File: src/rtl/rect_ctl_pkg.sv
// Shared types and constants for the falling-rectangle control path.
package rect_ctl_pkg;

    typedef enum logic [2:0] {
        FOLLOW = 3'd0,
        FALL   = 3'd1,
        IMPACT = 3'd2,
        RISE   = 3'd3,
        REST   = 3'd4
    } drop_state_t;

    localparam int VISIBLE_HEIGHT = 600;
    localparam int RECT_HEIGHT    = 64;

    // Increment that sticks at lim instead of wrapping.
    function automatic logic [3:0] sat_inc(input logic [3:0] v, input logic [3:0] lim);
        return (v < lim) ? v + 4'd1 : lim;
    endfunction

endpackage

File: src/rtl/rect_drop_seq_debounce.sv
// Mouse button conditioning: 2-FF synchroniser, stable-level debouncer and a
// registered one-cycle pulse on each accepted press.
module click_debounce
    import rect_ctl_pkg::*;
#(
    parameter int DEBOUNCE_CYC = 40_000
) (
    input  logic clk,
    input  logic rst,
    input  logic mouse_left,
    output logic click
);

    localparam int CW = $clog2(DEBOUNCE_CYC + 1);

    logic          sync1;
    logic          sync2;
    logic          level;
    logic [CW-1:0] cnt;

    // NOTE: sequential state uses <= so every flop samples pre-edge values;
    // blocking here would collapse the synchroniser into a single stage.
    always_ff @(posedge clk) begin
        if (rst) begin
            sync1 <= 1'b0;
            sync2 <= 1'b0;
            level <= 1'b0;
            cnt   <= '0;
            click <= 1'b0;
        end else begin
            sync1 <= mouse_left;
            sync2 <= sync1;
            click <= 1'b0;
            // Any sample equal to the accepted level restarts the stability run.
            if (sync2 == level) begin
                cnt <= '0;
            end else if (cnt == CW'(DEBOUNCE_CYC - 1)) begin
                level <= sync2;
                cnt   <= '0;
                click <= sync2;
            end else begin
                cnt <= cnt + CW'(1);
            end
        end
    end

endmodule

File: src/rtl/rect_drop_seq.sv
// Control sequencer for the falling rectangle: click conditioning, physics tick
// and the FOLLOW/FALL/IMPACT/RISE/REST state machine driving the datapath.
module rect_drop_seq
    import rect_ctl_pkg::*;
#(
    parameter int DEBOUNCE_CYC = 40_000,
    parameter int TICK_DIV     = 1,
    parameter int MAX_BOUNCES  = 8
) (
    input  logic       clk,
    input  logic       rst,
    input  logic       mouse_left,
    input  logic       vsync,
    input  logic       at_floor,
    input  logic       apex,
    input  logic       vel_small,
    output logic       follow,
    output logic       step_en,
    output logic       dir_up,
    output logic       load_floor,
    output logic       halve_vel,
    output logic       clr_vel,
    output logic [3:0] bounce_cnt,
    output logic [2:0] state_o
);

    localparam int         FW        = (TICK_DIV > 1) ? $clog2(TICK_DIV) : 1;
    localparam logic [3:0] BOUNCE_LIM = 4'(MAX_BOUNCES);

    logic click;

    click_debounce #(
        .DEBOUNCE_CYC(DEBOUNCE_CYC)
    ) u_click_debounce (
        .clk       (clk),
        .rst       (rst),
        .mouse_left(mouse_left),
        .click     (click)
    );

    // ---------------- physics tick ----------------
    logic          vsync_d;
    logic [FW-1:0] frame_cnt;
    logic          vs_rise;
    logic          tick;

    assign vs_rise = vsync & ~vsync_d;
    assign tick    = vs_rise && (frame_cnt == FW'(TICK_DIV - 1));

    always_ff @(posedge clk) begin
        if (rst) begin
            vsync_d   <= 1'b0;
            frame_cnt <= '0;
        end else begin
            vsync_d <= vsync;
            if (vs_rise) begin
                frame_cnt <= tick ? '0 : frame_cnt + FW'(1);
            end
        end
    end

    // ---------------- sequencer ----------------
    drop_state_t state;
    drop_state_t state_nxt;
    logic        click_pending;
    logic        pending;
    logic        consume;
    logic        step_nxt;
    logic [3:0]  bounce_nxt;

    // A click landing this very cycle is served without waiting a cycle.
    assign pending = click_pending | click;

    // NOTE: every signal driven here gets a default before the case, so no
    // path can leave one unassigned and infer a latch.
    always_comb begin
        state_nxt  = state;
        step_nxt   = 1'b0;
        consume    = 1'b0;
        bounce_nxt = bounce_cnt;
        case (state)
            FOLLOW: begin
                if (pending) begin
                    state_nxt  = FALL;
                    bounce_nxt = 4'd0;
                    consume    = 1'b1;
                end
            end
            FALL: begin
                if (pending) begin
                    state_nxt = FOLLOW;
                    consume   = 1'b1;
                end else if (tick) begin
                    if (at_floor) begin
                        state_nxt  = IMPACT;
                        bounce_nxt = sat_inc(bounce_cnt, BOUNCE_LIM);
                    end else begin
                        step_nxt = 1'b1;
                    end
                end
            end
            IMPACT: begin
                // bounce_cnt already holds the post-impact count here.
                state_nxt = (vel_small || bounce_cnt == BOUNCE_LIM) ? REST : RISE;
            end
            RISE: begin
                if (pending) begin
                    state_nxt = FOLLOW;
                    consume   = 1'b1;
                end else if (tick) begin
                    if (apex) begin
                        state_nxt = FALL;
                    end else begin
                        step_nxt = 1'b1;
                    end
                end
            end
            REST: begin
                if (pending) begin
                    state_nxt = FOLLOW;
                    consume   = 1'b1;
                end
            end
            default: begin
                state_nxt = FOLLOW;
            end
        endcase
    end

    always_ff @(posedge clk) begin
        if (rst) begin
            state         <= FOLLOW;
            click_pending <= 1'b0;
            bounce_cnt    <= 4'd0;
            follow        <= 1'b1;
            clr_vel       <= 1'b1;
            step_en       <= 1'b0;
            dir_up        <= 1'b0;
            load_floor    <= 1'b0;
            halve_vel     <= 1'b0;
        end else begin
            state         <= state_nxt;
            click_pending <= pending & ~consume;
            bounce_cnt    <= bounce_nxt;
            follow        <= (state_nxt == FOLLOW);
            clr_vel       <= (state_nxt == FOLLOW) || (state_nxt == REST);
            step_en       <= step_nxt;
            dir_up        <= (state_nxt == RISE);
            load_floor    <= (state_nxt == IMPACT);
            halve_vel     <= (state_nxt == IMPACT);
        end
    end

    assign state_o = state;

endmodule

File: config.mk
export PLATFORM = sky130hd
export DESIGN_NAME = rect_drop_seq
export DESIGN_NICKNAME = d
export VERILOG_FILES = /design/src/rtl/rect_ctl_pkg.sv /design/src/rtl/rect_drop_seq_debounce.sv /design/src/rtl/rect_drop_seq.sv
export SDC_FILE = /design/constraint.sdc
export NUM_CORES = 1
export LEC_CHECK = 0
export ABC_AREA = 1
export BUFFER_PORTS_ARGS = -buffer_cell sky130_fd_sc_hd__buf_2
export CAP_MARGIN = 20
export CELL_PAD_IN_SITES_DETAIL_PLACEMENT = 1
export CELL_PAD_IN_SITES_GLOBAL_PLACEMENT = 2
export CORE_ASPECT_RATIO = 0.9
export CORE_MARGIN = 2
export CORE_UTILIZATION = 34
export DETAILED_ROUTE_END_ITERATION = 12
export GPL_ROUTABILITY_DRIVEN = 0
export GPL_TIMING_DRIVEN = 1
export PLACE_DENSITY = 0.92
export SYNTH_ARGS = -nofsm -noshare
export SYNTH_HDL_FRONTEND = slang
export SYNTH_HIERARCHICAL = 1
export SYNTH_SLANG_ARGS = --single-unit
File: constraint.sdc
create_clock -name clk -period 2.9 [get_ports clk]
set_clock_uncertainty 0.1 [all_clocks]
set_input_delay 0.145 -clock clk [delete_from_list [all_inputs] [get_ports clk]]
set_output_delay 0.145 -clock clk [all_outputs]
set_load 0.005 [all_outputs]
# Word level (Yosys, flattened, before mapping)

Cells that the tools add are included.

Muxes and demuxes: 26
Reduce and logical (&&, ||, !) cells: 11
Order comparisons: 1
$add $sub $neg: 3
Equal/unequal tests: 14
Bitwise logic cells: 8

Operators with widths:

| operator              | count |
|---|---|
| $mux 3                | 9 |
| $mux 4                | 5 |
| $add 16x1->16 const B | 1 |
| $eq 16x16->1 const B  | 1 |
| $pmux 3 s5            | 1 |
| $eq 3x2->1 const B    | 4 |
| $mux 1                | 9 |
| $ne 2x2->1 const B    | 4 |
| $pmux 4 s2            | 1 |
| $eq 3x3->1 const B    | 2 |
| $logic_not 3->1       | 2 |
| $reduce_or 3->1       | 2 |
| $not 1->1             | 5 |
| $reduce_and 5->1      | 1 |
| $add 4x1->4 const B   | 1 |
| $eq 4x4->1 const B    | 1 |
| $lt 4x4->1 const B    | 1 |
| $reduce_or 4->1       | 1 |
| $eq 3x1->1 const B    | 1 |
| $and 1x1->1           | 2 |
| $logic_or 1x1->1      | 2 |
| $pmux 1 s2            | 1 |
| $reduce_and 2->1      | 1 |
| $reduce_bool 2->1     | 1 |
| 4 further kinds       | 4 |

Logic and storage cells: 78
Output and inout port bits: 13
Flip-flop bits (word level): 35
Input bits: 7

# Logic depth before layout (Yosys ltp)

Gate-level depths: netlist of run 1.

Depth in word-level cells: 8
Gate-level depth with buffers: 9
Depth with buffers taken out: 9

# Cells and area by module

The synthesis of run 1 kept the hierarchy.

Modules (own cells, without submodules):

| module         | seq. area each (µm²) | instances | area an instance (µm²) | cells each |
|---|---|---|---|---|
| click_debounce | 400.4                | 1         | 925.9                  | 125 |
| rect_drop_seq  | 300.3                | 1         | 706.9                  | 105 |

# Worst setup path before layout of run 1

No wires, ideal clock.

Kind: reg2reg
Start point: register u_click_debounce.cnt[0]
End point: register u_click_debounce.cnt[9]
Path buffers: 1
Library setup time: 0.114 ns
Clock period less this slack: 1.385 ns
Path slack: 1.515 ns
Cell stages (with the launch flop): 8
Data arrival time: 1.171 ns
Data required time: 2.686 ns
Cells stage by stage: dfxtp_1 ha_1 nand3_2 nor2_2 nand2_2 nand2_4 buf_8 nor2_1

Longest elaborated chain between the ends: 2
Elaborated cells between the ends (all ways): 3
Classes of those cells: 1 x add/sub; 1 x eq/ne; 1 x reduce/logical

RTL lines:

| item                                                  | line                         | text |
|---|---|---|
| from (decl)                                           | rect_drop_seq_debounce.sv:19 | `logic [CW-1:0] cnt;` |
| from (signal assigned)                                | rect_drop_seq_debounce.sv:42 | `cnt <= cnt + CW'(1);` |
| branches (longest 2 deep; another with $add 16x1->16) | --                           |  |

Parallel ways; which one is timed is not known.
A chain may end at the register's enable or synchronous reset.

# Final worst setup path of run 1

Start point: register u_click_debounce.cnt[0]
End point: register u_click_debounce.cnt[8]

Same word-level chain as after synthesis.

==> reports/summary.json, run 1 <==
{
  "synth_nets": 240,
  "chipWidth_um": 77.0,
  "clkSlewWorstSetupHoldPaths_ns": 0.06,
  "gr-max-usage-layer": "met2",
  "timing_max_transition_violations_final": 0,
  "launching_element_type_of_the_critical_path": "flip-flop",
  "arrival_ns": 1.57,
  "layout.nets": 265,
  "drive_above_1_share_pct": 16.9,
  "cts_setup_buffers": 0,
  "synthToLayoutAreaGrowth_pct": 15.6,
  "yosysMostFrequentCell": "sky130_fd_sc_hd__nand2_1",
  "grt_use_total_pct": 14.6,
  "diodes": 0,
  "cts-buffers-inserted": 5,
  "drcViolationCount": 0,
  "grt_setup_unrepaired": "false",
  "synth.distinct_cells": 25,
  "ctsHoldBuffers": 2,
  "top_level_ports": 20,
  "worst_pin_slew_ns": 0.315,
  "critical_path_peak_fanout": 16,
  "post_synth_instance_area_mm2": 0.00163,
  "critical_path_class": "flip-flop to flip-flop",
  "placement.io_buffers": 19,
  "timing.final.hold_violations": 0,
  "layout_setup_ws_ns": 1.41,
  "row_count": 23,
  "worstSetupEndpointType": "flip-flop",
  "die_height_um": 69.7,
  "gr-total-overflow": 0,
  "viasPerCell": 4.65,
  "ctsHtreeMaxLevel": 2,
  "grt_antenna_before_repair": 0,
  "synth-edff-count": 0,
  "wire_per_inst_um": 11.6,
  "post_cts.resized_instances": 0,
  "postSynthRegisterBits": 35,
  "placedInstanceArea_mm2": 0.00178,
  "post_route_fraction_of_the_period_consumed_by_the_critical_path_pct": 51.5,
  "fmax_mhz": 670,
  "number_of_standard_cells_after_synthesis": 230,
  "synth_flop_cell": "sky130_fd_sc_hd__dfxtp_1",
  "use_met2_pct": 21.9,
  "detailedPlacementHpwl_mm": 2.86,
  "use_met1_pct": 19.6,
  "yosys.area.top_type_share_pct": 42.9,
  "min-delay-path-class": "primary input to flip-flop",
  "cts_tree": "built",
  "synth.cells.most_frequent": "sky130_fd_sc_hd__nand2_1, sky130_fd_sc_hd__nor2_1, sky130_fd_sc_hd__dfxtp_1",
  "status": "finished clean",
  "clock_sinks": 35,
  "portion_of_the_post_synthesis_area_used_by_sequential_elements_pct": 42.9,
  "clock_tree.root_cell": "sky130_fd_sc_hd__clkbuf_8",
  "synth_area_per_cell_um2": 7.10,
  "leak_nw": 0.760,
  "synth.yosys.warnings": 6,
  "initialDrtViolationCount": 63,
  "routed-via-count": 1475,
  "async_reset_ff_share_pct": 0,
  "fin_setup_tns_ns": 0,
  "ir_drop_uv": 246,
  "fin_crit_ns": 1.49,
  "power_density_mw_per_mm2": 458,
  "synthTopCellsByArea": "sky130_fd_sc_hd__dfxtp_1, sky130_fd_sc_hd__nand2_1, sky130_fd_sc_hd__nor2_1",
  "cap_violations": 0,
  "pin_count_of_the_biggest_net_entering_global_routing": 17,
  "drt.antenna.violating_nets": 0,
  "global_route_wire_length_before_repair_mm": 6.15,
  "max-clock-path-buffers": 2,
  "first_global_vias": 1360,
  "clock_insertion_delay_at_the_later_pin_of_the_skew_report_ns": 0.29,
  "die-area_mm2": 0.00537,
  "core_region_area_mm2": 0.00455,
  "place_ws_ns": 1.40,
  "drt_pre_antenna_iters": 4,
  "netlist.top_cell.by_area": "sky130_fd_sc_hd__dfxtp_1",
  "setup_viol_count_final": 0,
  "finalInstanceArea_mm2": 0.00189,
  "timing.critical_path.required_ns": 2.97,
  "initial_utilization_pct": 35.9,
  "grt_util_met3_pct": 2.73,
  "slew-limit-headroom_pct": 79.0,
  "totalWireLength_mm": 3.69
}
critical path: stages (launching register included):
cell                      delay [ns]
sky130_fd_sc_hd__dfxtp_1        0.38
sky130_fd_sc_hd__ha_1           0.22
sky130_fd_sc_hd__nand3_2        0.15
sky130_fd_sc_hd__nor2_2         0.18
sky130_fd_sc_hd__nand2_2        0.10
sky130_fd_sc_hd__nand2_4        0.18
sky130_fd_sc_hd__a21oi_1        0.06
cell usage in the layout, fill, tap and decap left out:
cell                             n
sky130_fd_sc_hd__clkinv_2        1
sky130_fd_sc_hd__ha_1            3
sky130_fd_sc_hd__o21a_1          1
sky130_fd_sc_hd__or2_0           1
sky130_fd_sc_hd__inv_2           2
sky130_fd_sc_hd__xnor2_1         3
sky130_fd_sc_hd__inv_1          27
sky130_fd_sc_hd__nand4_1         4
sky130_fd_sc_hd__nand2_4         1
sky130_fd_sc_hd__clkbuf_8        6
sky130_fd_sc_hd__o21ai_0         3
sky130_fd_sc_hd__nand2_1        50
sky130_fd_sc_hd__nor3_1          7
sky130_fd_sc_hd__nand3_2         1
sky130_fd_sc_hd__dlygate4sd3_1   2
sky130_fd_sc_hd__xor2_1          5
sky130_fd_sc_hd__buf_2          19
sky130_fd_sc_hd__dfxtp_1        35
sky130_fd_sc_hd__or2_2           1
sky130_fd_sc_hd__nand3_1        19
sky130_fd_sc_hd__nor2_2          5
sky130_fd_sc_hd__nor2_4          1
sky130_fd_sc_hd__a21oi_1         6
sky130_fd_sc_hd__nor2_1         46
sky130_fd_sc_hd__a21oi_2         3
sky130_fd_sc_hd__nand2_2         3
metal layers:
metal	part of all wire (%)	up-vias
met4	2.0	0
met3	5.0	6
met1	51	679
met5	0	-
li1	-	764
met2	43	26
report_power, final:
group	leakage [nW]	internal [mW]	switching, mW	total, mW
Combinational	0.430	0.00843	0.0139	0.0223
Sequential	0.283	0.483	0.00154	0.484
Clock	0.0470	0.186	0.172	0.358
Total	0.760	0.678	0.187	0.865
sequential cells by signal, indices dropped and copies added, names as in the netlist:
register	count
step_en	1
bounce_cnt	4
state_o	3
clr_vel	1
vsync_d	1
u_click_debounce/sync1	1
click_pending	1
follow	1
halve_vel	1
u_click_debounce/click	1
frame_cnt	1
u_click_debounce/cnt	16
u_click_debounce/level	1
dir_up	1
u_click_debounce/sync2	1
cell families after synthesis:
logic type,synth area share [%]
XOR/XNOR,4.29
AND/OR/NAND/NOR,37.4
flip-flops,42.9
adder cells (fa/ha/maj),2.30
buffers and inverters,8.28
AO/OA/AOI/OAI,4.83
final timing paths:
path	from	end	slack [ns]	cells after the start
max	u_click_debounce/cnt[0]	u_click_debounce/cnt[8]	1.41	6
min	at_floor	step_en	0.11	3
max reg2reg	u_click_debounce/cnt[0]	u_click_debounce/cnt[8]	1.41	6
min reg2reg	u_click_debounce/sync1	u_click_debounce/sync2	0.33	2
cell type report:
cell class	count	area, µm²
clock inverters	1	5.00
flip-flops and latches	35	701
clock buffers	6	82.6
fillers	627	2660
repair buffers	21	115
well taps	62	77.6
inverters	29	109
multi-input cells	163	797
per-stage QoR:
stage	std cells	utilization, %	total power [mW]	hold WS [ns]
after CTS	317	41.5	0.880	0.103
final	317	41.5	0.865	0.108
after global placement	308	39.1	0.515	0.251
after detailed placement	308	39.1	0.516	0.254
after floorplan	230	-	0.508	0.114
after global routing	317	41.5	0.901	0.118
Power figures use the tool's default switching activity.
==> run 2, diff against run 1 <==
--- a/config.mk
+++ b/config.mk
@@ -5,18 +5,18 @@
 export SDC_FILE = /design/constraint.sdc
 export NUM_CORES = 1
 export LEC_CHECK = 0
-export ABC_AREA = 1
+export ABC_AREA = 0
 export BUFFER_PORTS_ARGS = -buffer_cell sky130_fd_sc_hd__buf_2
 export CAP_MARGIN = 20
 export CELL_PAD_IN_SITES_DETAIL_PLACEMENT = 1
 export CELL_PAD_IN_SITES_GLOBAL_PLACEMENT = 2
 export CORE_ASPECT_RATIO = 0.9
 export CORE_MARGIN = 2
-export CORE_UTILIZATION = 34
+export CORE_UTILIZATION = 35
 export DETAILED_ROUTE_END_ITERATION = 12
 export GPL_ROUTABILITY_DRIVEN = 0
 export GPL_TIMING_DRIVEN = 1
-export PLACE_DENSITY = 0.92
+export PLACE_DENSITY = 0.87
 export SYNTH_ARGS = -nofsm -noshare
 export SYNTH_HDL_FRONTEND = slang
 export SYNTH_HIERARCHICAL = 1
==> constraint.sdc (replaced) <==
create_clock -name clk -period 1.41 [get_ports clk]
set_clock_uncertainty 0.1 [all_clocks]
set_input_delay 0.0705 -clock clk [delete_from_list [all_inputs] [get_ports clk]]
set_output_delay 0.0705 -clock clk [all_outputs]
set_load 0.005 [all_outputs]
==> reports/summary.json, run 2 <==
{
  "timing.critical_path.max_delay_family": {"value": "simple AND/OR/NAND/NOR gates", "change": "unchanged"},
  "placedInstanceArea": {"value": 0.00202, "unit": "mm²", "change": "was 0.00178 mm²"},
  "drt_pre_antenna_iters": {"value": 4, "change": "unchanged"},
  "netlist.top_cell.by_area": {"value": "sky130_fd_sc_hd__dfxtp_1", "change": "unchanged"},
  "timing_max_transition_violations_final": {"value": 0, "change": "unchanged"},
  "place_ws": {"value": -0.217, "unit": "ns", "change": "was 1.40 ns"},
  "detailedPlacementHpwl": {"value": 3.36, "unit": "mm", "change": "was 2.86 mm"},
  "grt_setup_unrepaired": {"value": "true", "change": "was false"},
  "cap_violations": {"value": 0, "change": "unchanged"},
  "clock_tree.root_cell": {"value": "sky130_fd_sc_hd__clkbuf_8", "change": "unchanged"},
  "timing.critical_path.buf_inv": {"value": 0, "change": "unchanged"},
  "initial_utilization": {"value": 36.6, "unit": "%", "change": "was 35.9%"},
  "synthToLayoutAreaGrowth": {"value": 49.8, "unit": "%", "change": "was 15.6%"},
  "die_height": {"value": 68.8, "unit": "µm", "change": "was 69.7 µm"},
  "worst_pin_slew": {"value": 0.403, "unit": "ns", "change": "was 0.315 ns"},
  "pwr-share-comb": {"value": 4.6, "unit": "%", "change": "was 2.6%"},
  "cts_tree": {"value": "built", "change": "unchanged"},
  "first_global_vias": {"value": 1655, "change": "was 1,360"},
  "routed-via-count": {"value": 1609, "change": "was 1,475"},
  "global_route_wire_length_before_repair": {"value": 8.50, "unit": "mm", "change": "was 6.15 mm"},
  "chipWidth": {"value": 76.0, "unit": "µm", "change": "was 77.0 µm"},
  "finalNonFillerCells": {"value": 287, "change": "was 317"},
  "synth.distinct_cells": {"value": 48, "change": "was 25"},
  "synth.yosys.warnings": {"value": 6, "change": "unchanged"},
  "synth.cells.most_frequent": {"value": "sky130_fd_sc_hd__dfxtp_1, sky130_fd_sc_hd__nor2_1, sky130_fd_sc_hd__xor2_1", "change": "was sky130_fd_sc_hd__nand2_1, sky130_fd_sc_hd__nor2_1, sky130_fd_sc_hd__dfxtp_1"},
  "placed_cells": {"value": 269, "change": "was 308"},
  "yosys.area.top_type_share": {"value": 42.9, "unit": "%", "change": "about the same"},
  "critical_path_peak_fanout": {"value": 5, "change": "was 16"},
  "drcViolationCount": {"value": 0, "change": "unchanged"},
  "async_reset_ff_share": {"value": 0, "unit": "%", "change": "unchanged"},
  "launching_element_type_of_the_critical_path": {"value": "flip-flop", "change": "unchanged"},
  "viasPerCell": {"value": 5.61, "change": "was 4.65"},
  "register_share_of_total_power": {"value": 55.3, "unit": "%", "change": "was 56.0%"},
  "most_common_cell_after_layout_fill_and_taps_aside": {"value": "sky130_fd_sc_hd__buf_4", "change": "was sky130_fd_sc_hd__nand2_1"},
  "worst-path-stages": {"value": 4, "change": "was 6"},
  "synth_nets": {"value": 181, "change": "was 240"},
  "worstRegToRegCells": {"value": 4, "change": "was 6"},
  "timing.rr.start": {"value": "click_pending", "change": "was u_click_debounce/cnt[0]"},
  "synth_flop_cell": {"value": "sky130_fd_sc_hd__dfxtp_1", "change": "unchanged"},
  "critical-path-slowest-cell": {"value": "sky130_fd_sc_hd__or3b_4", "change": "was sky130_fd_sc_hd__dfxtp_1"},
  "part_of_the_total_power_dissipated_in_the_clock_network": {"value": 40.1, "unit": "%", "change": "was 41.4%"},
  "leak": {"value": 0.916, "unit": "nW", "change": "was 0.760 nW"},
  "gr-max-usage-layer": {"value": "met2", "change": "unchanged"},
  "synth-simple-area-share": {"value": 28.6, "unit": "%", "change": "was 37.4%"},
  "synthTopCellsByArea": {"value": "sky130_fd_sc_hd__dfxtp_1, sky130_fd_sc_hd__xor2_1, sky130_fd_sc_hd__nor2_1", "change": "was sky130_fd_sc_hd__dfxtp_1, sky130_fd_sc_hd__nand2_1, sky130_fd_sc_hd__nor2_1"},
  "synth-compound-area-share": {"value": 11.6, "unit": "%", "change": "was 4.83%"},
  "synth_top_family_by_area": {"value": "simple AND/OR/NAND/NOR gates", "change": "unchanged"},
  "grt_util_met3": {"value": 7.42, "unit": "%", "change": "was 2.73%"},
  "row_count": {"value": 23, "change": "unchanged"},
  "number_of_standard_cells_after_synthesis": {"value": 171, "change": "was 230"},
  "arrival": {"value": 1.79, "unit": "ns", "change": "was 1.57 ns"},
  "ir_drop": {"value": 543, "unit": "µV", "change": "was 246 µV"},
  "post_route_fraction_of_the_period_consumed_by_the_critical_path": {"value": 121, "unit": "%", "change": "was 51.5%"},
  "reg2reg_to": {"value": "halve_vel", "change": "was u_click_debounce/cnt[8]"},
  "flip_flop_count_of_the_largest_register_after_layout": {"value": 16, "change": "unchanged"},
  "crit_start": {"value": "click_pending", "change": "was u_click_debounce/cnt[0]"},
  "hold_slack": {"value": 0.0796, "unit": "ns", "change": "was 0.108 ns"},
  "drive_above_1_share": {"value": 52.0, "unit": "%", "change": "was 16.9%"},
  "pin_count_of_the_biggest_net_entering_global_routing": {"value": 16, "change": "was 17"},
  "critical_path_class": {"value": "flip-flop to flip-flop", "change": "unchanged"},
  "post_synth_mux_area_share": {"value": 1.84, "unit": "%", "change": "was 0%"},
  "worstSetupEndpointType": {"value": "flip-flop", "change": "unchanged"},
  "post_synth_instance_area": {"value": 0.00163, "unit": "mm²", "change": "about the same"},
  "leading_cell_types_in_the_layout_fill_and_taps_excluded": {"value": "sky130_fd_sc_hd__buf_4, sky130_fd_sc_hd__dfxtp_1, sky130_fd_sc_hd__buf_2", "change": "was sky130_fd_sc_hd__nand2_1, sky130_fd_sc_hd__nor2_1, sky130_fd_sc_hd__dfxtp_1"},
  "failed_checks": "setup timing",
  "postSynthRegisterBits": {"value": 35, "change": "unchanged"},
  "layout_setup_ws": {"value": -0.297, "unit": "ns", "change": "was 1.41 ns"},
  "grt_antenna_before_repair": {"value": 0, "change": "unchanged"},
  "diodes": {"value": 0, "change": "unchanged"},
  "layout.nets": {"value": 234, "change": "was 265"},
  "fin_crit": {"value": 1.71, "unit": "ns", "change": "was 1.49 ns"},
  "gr-total-overflow": {"value": 0, "change": "unchanged"},
  "drt.antenna.violating_nets": {"value": 0, "change": "unchanged"},
  "finalInstanceArea": {"value": 0.00245, "unit": "mm²", "change": "was 0.00189 mm²"},
  "timing.final.hold_violations": {"value": 0, "change": "unchanged"},
  "synth_fa_ha_area_share": {"value": 2.30, "unit": "%", "change": "about the same"},
  "placement.io_buffers": {"value": 19, "change": "unchanged"},
  "fmax": {"value": 586, "unit": "MHz", "change": "was 670 MHz"},
  "synth-edff-count": {"value": 0, "change": "unchanged"},
  "cts-buffers-inserted": {"value": 5, "change": "unchanged"},
  "setup_viol_count_final": {"value": 25, "change": "was 0"},
  "portion_of_the_post_synthesis_area_used_by_sequential_elements": {"value": 42.9, "unit": "%", "change": "about the same"},
  "slew-limit-headroom": {"value": 73.1, "unit": "%", "change": "was 79.0%"},
  "max-clock-path-buffers": {"value": 2, "change": "unchanged"},
  "use_met1": {"value": 22.3, "unit": "%", "change": "was 19.6%"},
  "min-delay-path-class": {"value": "primary input to flip-flop", "change": "unchanged"},
  "clock_insertion_delay_at_the_later_pin_of_the_skew_report": {"value": 0.29, "unit": "ns", "change": "about the same"},
  "synth_xor_area_share": {"value": 8.04, "unit": "%", "change": "was 4.29%"},
  "power_density": {"value": 735, "unit": "mW/mm²", "change": "was 458 mW/mm²"},
  "clkSlewWorstSetupHoldPaths": {"value": 0.07, "unit": "ns", "change": "was 0.06 ns"},
  "core_region_area": {"value": 0.00446, "unit": "mm²", "change": "was 0.00455 mm²"},
  "reg2reg_setup_slack": {"value": -0.30, "unit": "ns", "change": "was 1.41 ns"},
  "internal_power": {"value": 1.37, "unit": "mW", "change": "was 0.678 mW"},
  "wire_per_inst": {"value": 20.3, "unit": "µm", "change": "was 11.6 µm"},
  "fin_util": {"value": 54.9, "unit": "%", "change": "was 41.5%"},
  "path_cells": {"value": "or3b_4, nor4_4, a311oi_4, a2111oi_2", "change": "was ha_1, nand3_2, nor2_2, nand2_2, nand2_4, a21oi_1"},
  "yosysMostFrequentCell": {"value": "sky130_fd_sc_hd__dfxtp_1", "change": "was sky130_fd_sc_hd__nand2_1"},
  "timing.critical_path.required": {"value": 1.49, "unit": "ns", "change": "was 2.97 ns"},
  "die-area": {"value": 0.00523, "unit": "mm²", "change": "was 0.00537 mm²"},
  "power.switching_fraction": {"value": 23.7, "unit": "%", "change": "was 21.7%"},
  "initialDrtViolationCount": {"value": 120, "change": "was 63"},
  "crit_end": {"value": "halve_vel", "change": "was u_click_debounce/cnt[8]"},
  "top_level_ports": {"value": 20, "change": "unchanged"},
  "power.net_switching": {"value": 0.426, "unit": "mW", "change": "was 0.187 mW"},
  "synth_area_per_cell": {"value": 9.56, "unit": "µm²", "change": "was 7.10 µm²"},
  "clock_sinks": {"value": 35, "change": "unchanged"},
  "use_met2": {"value": 38.7, "unit": "%", "change": "was 21.9%"},
  "totalWireLength": {"value": 5.83, "unit": "mm", "change": "was 3.69 mm"},
  "status": {"value": "finished with violations", "change": "was finished clean"},
  "regMostFlops": {"value": "u_click_debounce/cnt", "change": "unchanged"},
  "slowest_delay": {"value": 0.45, "unit": "ns", "change": "was 0.38 ns"},
  "grt_use_total": {"value": 21.4, "unit": "%", "change": "was 14.6%"},
  "ctsHtreeMaxLevel": {"value": 2, "change": "unchanged"}
}
## run 2: cell type report
class,count,area [µm²]
fillers,494,2010
multi-input cells,123,1170
flip-flops and latches,35,714
repair buffers,55,387
well taps,62,77.6
clock buffers,7,76.3
inverters,4,15.0
clock inverters,1,5.00
## run 2: worst min-delay path by stage
stage               start                endpoint  depth (start not counted)
4_1_cts              apex                 step_en                          3
2_1_floorplan         rst  u_click_debounce/sync1                          1
5_1_grt              apex                 step_en                          3
3_3_place_gp   mouse_left  u_click_debounce/sync1                          2
6_report             apex                 step_en                          3
3_5_place_dp   mouse_left  u_click_debounce/sync1                          2
## run 2: cell families after synthesis
family	Yosys count
DFF	35
xor gates and xnor gates	15
AOI/OAI and AO/OA	23
and+or+nand+nor	78
adders and majority gates	3
muxes	3
buffers and inverters	14
## run 2: metrics by stage
step / power [mW] / TNS, ns
detailed placement: 1.07 / -1.73
global route: 1.85 / -3.94
CTS: 1.78 / -1.59
global placement: 1.07 / -0.629
finish: 1.80 / -2.62
floorplan: 1.05 / -0.342
## run 2: timing repair
item,4_1_cts,5_1_grt
hold buffers,2,0
gates resized for setup,18,40
pin swaps,9,30
endpoints found under the setup margin,28,30
cloned,0,1
setup buffers,4,3
endpoints found under the hold margin,2,0
## run 2: power by group through the flow
stage	Combinational, mW	Sequential [mW]	Clock (mW)
after global placement	0.0499	1.02	0
after detailed placement	0.0534	1.02	0
final	0.0823	0.995	0.722
after floorplan	0.0274	1.02	0
after CTS	0.0671	0.997	0.721
after global routing	0.0857	0.995	0.773
## run 2: tightest hold or removal path, cell delays in order
cell and delay (ns):
sky130_fd_sc_hd__buf_2 0.13, sky130_fd_sc_hd__o41ai_2 0.08, sky130_fd_sc_hd__and3_1 0.14
## run 2: per-layer routing
layer	up-vias	part of all wire (%)
met3	18	4.9
met2	59	51
met4	0	3.1
met5	-	0
li1	720	-
met1	812	41
